===== config.mk =====
export PLATFORM = sky130hd
export DESIGN_NAME = serial_ram_reader
export DESIGN_NICKNAME = d
export VERILOG_FILES = /design/src/rtl/serial_ram_reader_pkg.sv /design/src/rtl/serial_ram_reader_shift_in.sv /design/src/rtl/serial_ram_reader.sv
export SDC_FILE = /design/constraint.sdc
export NUM_CORES = 1
export LEC_CHECK = 0
export ABC_AREA = 1
export CAP_MARGIN = 20
export CELL_PAD_IN_SITES_DETAIL_PLACEMENT = 0
export CELL_PAD_IN_SITES_GLOBAL_PLACEMENT = 1
export CORE_MARGIN = 5
export CORE_UTILIZATION = 40
export DETAILED_ROUTE_END_ITERATION = 7
export PLACE_DENSITY = 0.82
export SYNTH_ARGS = -nofsm -noshare
export SYNTH_HDL_FRONTEND = slang
export SYNTH_SLANG_ARGS = --single-unit

===== constraint.sdc =====
create_clock -name clk -period 2.3 [get_ports clk]
set_input_delay 0.46 -clock clk [delete_from_list [all_inputs] [get_ports clk]]
set_output_delay 0.46 -clock clk [all_outputs]
set_load 0.02 [all_outputs]

===== src/rtl/serial_ram_reader_pkg.sv =====
// Definitions shared by both ends of the nibble-serial RAM link, so the reader
// and the memory model agree on frame length, word widths and response latency.
package serial_ram_reader_pkg;

  localparam int unsigned DEF_ADDR_PINS   = 4;
  localparam int unsigned DEF_DATA_PINS   = 4;
  localparam int unsigned DEF_LOG2_CYCLES = 2;
  localparam int unsigned DEF_DELAY       = 2;

  function automatic int unsigned f_cycles(input int unsigned log2_cycles);
    return 32'd1 << log2_cycles;
  endfunction

  function automatic int unsigned f_word_bits(input int unsigned pins,
                                              input int unsigned log2_cycles);
    return pins * f_cycles(log2_cycles);
  endfunction

  // Address frame length, one address-register cycle, then the memory's output stages.
  function automatic int unsigned f_resp_latency(input int unsigned log2_cycles,
                                                 input int unsigned delay);
    return f_cycles(log2_cycles) + 1 + delay;
  endfunction

endpackage


===== src/rtl/serial_ram_reader_shift_in.sv =====
// serial_shift_in: generic PINS-wide deserializer. Beats enter at the MS end so
// the first beat lands in the LSBs; the completed word is held until the next one.
module serial_shift_in
  import serial_ram_reader_pkg::*;
#(
  parameter int unsigned PINS  = DEF_DATA_PINS,
  parameter int unsigned BEATS = f_cycles(DEF_LOG2_CYCLES)
) (
  input  logic                  clk,
  input  logic                  reset,
  input  logic                  i_en,
  input  logic                  i_shift,
  input  logic                  i_last,
  input  logic [PINS-1:0]       i_data,
  output logic [PINS*BEATS-1:0] o_word,
  output logic                  o_done
);

  localparam int unsigned W = PINS * BEATS;

  logic [W-1:0] r_sh;
  logic [W-1:0] r_word;
  logic         r_done;
  logic [W-1:0] w_next;

  assign w_next = W'({i_data, r_sh} >> PINS);

  always_ff @(posedge clk) begin
    if (reset) begin
      r_sh   <= '0;
      r_word <= '0;
      r_done <= 1'b0;
    end else if (i_en) begin
      r_done <= i_shift && i_last;
      if (i_shift) begin
        r_sh <= w_next;
        if (i_last) r_word <= w_next;
      end
    end
  end

  assign o_word = r_word;
  assign o_done = r_done;

endmodule


===== src/rtl/serial_ram_reader.sv =====
// Initiator side of the nibble-serial RAM read link: one pipelined read per frame,
// address serialized LS nibble first, data deserialized RESP_LATENCY cycles later.
module serial_ram_reader
  import serial_ram_reader_pkg::*;
#(
  parameter int unsigned ADDR_PINS    = DEF_ADDR_PINS,
  parameter int unsigned DATA_PINS    = DEF_DATA_PINS,
  parameter int unsigned LOG2_CYCLES  = DEF_LOG2_CYCLES,
  parameter int unsigned DELAY        = DEF_DELAY,
  parameter int unsigned RESP_LATENCY = f_resp_latency(LOG2_CYCLES, DELAY),
  localparam int unsigned CYCLES      = f_cycles(LOG2_CYCLES),
  localparam int unsigned ADDR_BITS   = f_word_bits(ADDR_PINS, LOG2_CYCLES),
  localparam int unsigned DATA_BITS   = f_word_bits(DATA_PINS, LOG2_CYCLES)
) (
  input  logic                 clk,
  input  logic                 reset,
  input  logic                 en,
  input  logic                 req_valid,
  input  logic [ADDR_BITS-1:0] req_addr,
  output logic                 req_ready,
  output logic [ADDR_PINS-1:0] addr_out,
  input  logic [DATA_PINS-1:0] data_in,
  output logic                 rsp_valid,
  output logic [DATA_BITS-1:0] rsp_data
);

  localparam int unsigned PIPE_LEN = RESP_LATENCY + CYCLES;

  logic [LOG2_CYCLES-1:0] r_phase;
  logic [ADDR_BITS-1:0]   r_addr_sh;
  logic [PIPE_LEN-1:0]    r_vpipe;

  logic w_last_phase;
  logic w_accept;
  logic w_sample;
  logic w_last_beat;

  assign w_last_phase = (r_phase == LOG2_CYCLES'(CYCLES - 1));
  assign req_ready    = en && w_last_phase;
  assign w_accept     = req_valid && req_ready;
  assign addr_out     = r_addr_sh[ADDR_PINS-1:0];

  // Bit 0 is set during a valid frame's phase-0 cycle; bit j marks j en-cycles later,
  // so the top CYCLES bits cover exactly that frame's returning data beats.
  always_ff @(posedge clk) begin
    if (reset) begin
      r_phase   <= LOG2_CYCLES'(2);
      r_addr_sh <= '0;
      r_vpipe   <= '0;
    end else if (en) begin
      r_phase <= r_phase + LOG2_CYCLES'(1);
      if (w_last_phase) r_addr_sh <= w_accept ? req_addr : '0;
      else              r_addr_sh <= r_addr_sh >> ADDR_PINS;
      r_vpipe <= {r_vpipe[PIPE_LEN-2:0], w_accept};
    end
  end

  assign w_sample    = |r_vpipe[PIPE_LEN-1:RESP_LATENCY];
  assign w_last_beat = r_vpipe[PIPE_LEN-1];

  serial_shift_in #(
    .PINS  (DATA_PINS),
    .BEATS (CYCLES)
  ) u_shift_in (
    .clk     (clk),
    .reset   (reset),
    .i_en    (en),
    .i_shift (w_sample),
    .i_last  (w_last_beat),
    .i_data  (data_in),
    .o_word  (rsp_data),
    .o_done  (rsp_valid)
  );

endmodule

==> results.json <==
{
  "design_area_um2": 2930,
  "outcome": "finished clean",
  "first_pass_iters": 4,
  "chipHeight_um": 86.7,
  "portBuffers": 45,
  "worst_slack_ps": 241,
  "p_int_uw": 1780,
  "ant_nets": 0,
  "cts-resized-gates": 0,
  "area_growth_pct": 24.5,
  "die_w_um": 86.7,
  "start_util": 0.405,
  "power_density_nw_per_um2": 806,
  "cts.sinks": 58,
  "p_sw_frac": 0.244,
  "relSlewSlack": 0.605,
  "hold_viol_final": 0,
  "wirelength_mm": 4.84,
  "antenna_found_initial": 0,
  "finalSetupViolations": 0,
  "gp_congestion": 0.720,
  "slew_viol_final": 0,
  "synth_nets": 317,
  "htree_levels": 3,
  "cts_max_path_buffers": 2,
  "ys.warnings.count": 0,
  "finalCritPeriodShare": 0.895,
  "syn-cell-area_um2": 2350,
  "seq_area_frac_synth": 0.493,
  "critPathRequiredTime_ps": 1840,
  "vdd_ir_drop_max_uv": 392,
  "critPathLaunchType": "flip-flop",
  "grt_pass1_vias": 1730,
  "grt_setup_unrepaired": "no",
  "ys_ff_latch": 58,
  "yosysTopAreaCell": "dfxtp_1",
  "numCtsBuffers": 9,
  "pre_cts_slack_ps": 503,
  "power_leakage_uw": 0.00114,
  "insertion_delay_ps": 330,
  "cts_setup_buffers": 0,
  "seqPwrFrac": 0.466,
  "comb_power_share": 0.131,
  "clk_pin_slew_worst_paths_ps": 60,
  "period_minus_slack_ps": 2060,
  "routed_wire_length_per_instance_um": 12.0,
  "grt_pass1_wl_mm": 8.13,
  "async_reset_ff_frac": 0,
  "die_area_um2": 7520,
  "hold_class": "flip-flop to flip-flop",
  "max_freq_ghz": 0.486,
  "end_kind": "primary output",
  "cp_max_fo": 2,
  "synth.distinct_cells": 21,
  "fin_skew_ps": 11.3,
  "drc": 0,
  "grt_overflow": 0,
  "placed_area_um2": 2730,
  "synth_edf_count": 0,
  "p_sw_uw": 576,
  "crit_arrival_ps": 1600,
  "cts_hold_buffers": 0,
  "ys_top_cells_by_count": "dfxtp_1 (58), a21oi_1 (54), nor2_1 (42)",
  "grt_max_degree": 52,
  "ys.flop_type": "dfxtp_1",
  "cap_viol_max_count": 0,
  "worstSetupPathType": "flip-flop to primary output",
  "vias_per_cell": 4.84,
  "yosysMostFrequentCell": "dfxtp_1",
  "yosys.area.top_type_share": 0.493,
  "synthTopCellsByArea": "dfxtp_1 (49%), a21oi_1 (11%), o21ai_0 (6.8%)",
  "avgSynthCellArea_um2": 8.06,
  "fin_setup_tns_ps": 0,
  "io_pins": 46,
  "postSynthCellCount": 292,
  "rows": 28,
  "cts_tree": "yes",
  "dpl.hpwl_mm": 3.04,
  "vias": 1949,
  "r2r_setup_slack_ps": 1060,
  "core-area_um2": 5820,
  "drt_iter0_drc": 105,
  "diodes": 0,
  "nNetsFinal": 349,
  "cts-root-buf": "clkbuf_8",
  "p_clk_frac": 0.404,
  "layout-drive-gt1-share": 0.0945,
  "grt.total_usage": 0.139,
  "worst_pin_slew_ps": 591
}
-- final timing paths --
| kind | startpoint | to | cells past startpoint |
|---|---|---|---|
| min | r_vpipe[0]$_SDFFE_PP0P_ | r_vpipe[0]$_SDFFE_PP0P_ | 2 |
| max | r_phase[0]$_SDFFE_PP0P_ | req_ready | 4 |
| max reg2reg | r_phase[0]$_SDFFE_PP0P_ | r_addr_sh[9]$_SDFFE_PP0P_ | 6 |
| min reg2reg | r_vpipe[0]$_SDFFE_PP0P_ | r_vpipe[0]$_SDFFE_PP0P_ | 2 |
-- registers in the layout, summed over array words and instances (netlist names) --
signal and flops:
r_addr_sh 16, r_phase 2, r_vpipe 11, u_shift_in.o_done 1, u_shift_in.o_word 16, u_shift_in.r_sh 12
-- kinds of logic after synthesis --
logic type | synth area share
AND/OR/NAND/NOR | 0.179
buffers and inverters | 0.116
AO/OA/AOI/OAI | 0.202
XOR/XNOR | 0.00372
adder cells (fa/ha/maj) | 0.00532
flip-flops | 0.493
-- per-layer routing --
layer	GRT usage	wire length [µm]	up-vias
met5	0	0	-
li1	-	-	1029
met2	0.195	2030	33
met1	0.189	2470	880
met4	0.0595	77	0
met3	0.0532	262	7
-- cells in the final DEF, fill, tap and decap left out --
master / n
dfxtp_1: 58
a21oi_1: 54
clkdlybuf4s50_1: 44
nor2_1: 42
o21ai_0: 32
nand3_1: 28
nand2_1: 21
inv_1: 13
clkbuf_8: 12
o21ai_2: 4
nand2_4: 2
inv_2: 2
o21ai_1: 2
buf_4: 2
inv_4: 1
inv_6: 1
xnor2_1: 1
nor2_2: 1
nand2_2: 1
nand3_2: 1
ha_1: 1
clkinv_2: 1
bufinv_16: 1
clkbuf_1: 1
buf_2: 1
buf_12: 1
-- worst max-delay path: stages (launching register included) --
cell             delay, ps
dfxtp_1                340
ha_1                   220
nand2_4                 70
inv_4                   50
clkdlybuf4s50_1        600
-- cell type report --
class	instances	area (µm²)
fillers	621	2890
flip-flops and latches	58	1160
multi-input cells	190	918
repair buffers	48	480
clock buffers	13	169
well taps	75	93.8
inverters	17	71.3
clock inverters	2	35.0
-- power groups by stage --
stage	Combinational [µW]	Sequential, µW	Clock (µW)
3_3_place_gp	308	1120	0
3_5_place_dp	311	1120	0
6_report	309	1100	953
4_1_cts	313	1100	978
5_1_grt	346	1110	1040
2_1_floorplan	213	1130	0
-- metrics by stage --
step	utilization	total power, µW	instances	hold slack, ps
CTS	0.504	2390	403	468
global placement	0.469	1430	388	446
finish	0.504	2360	403	465
detailed placement	0.469	1430	388	460
global route	0.504	2490	403	482
floorplan	-	1350	292	433
Power figures use the tool's default switching activity.
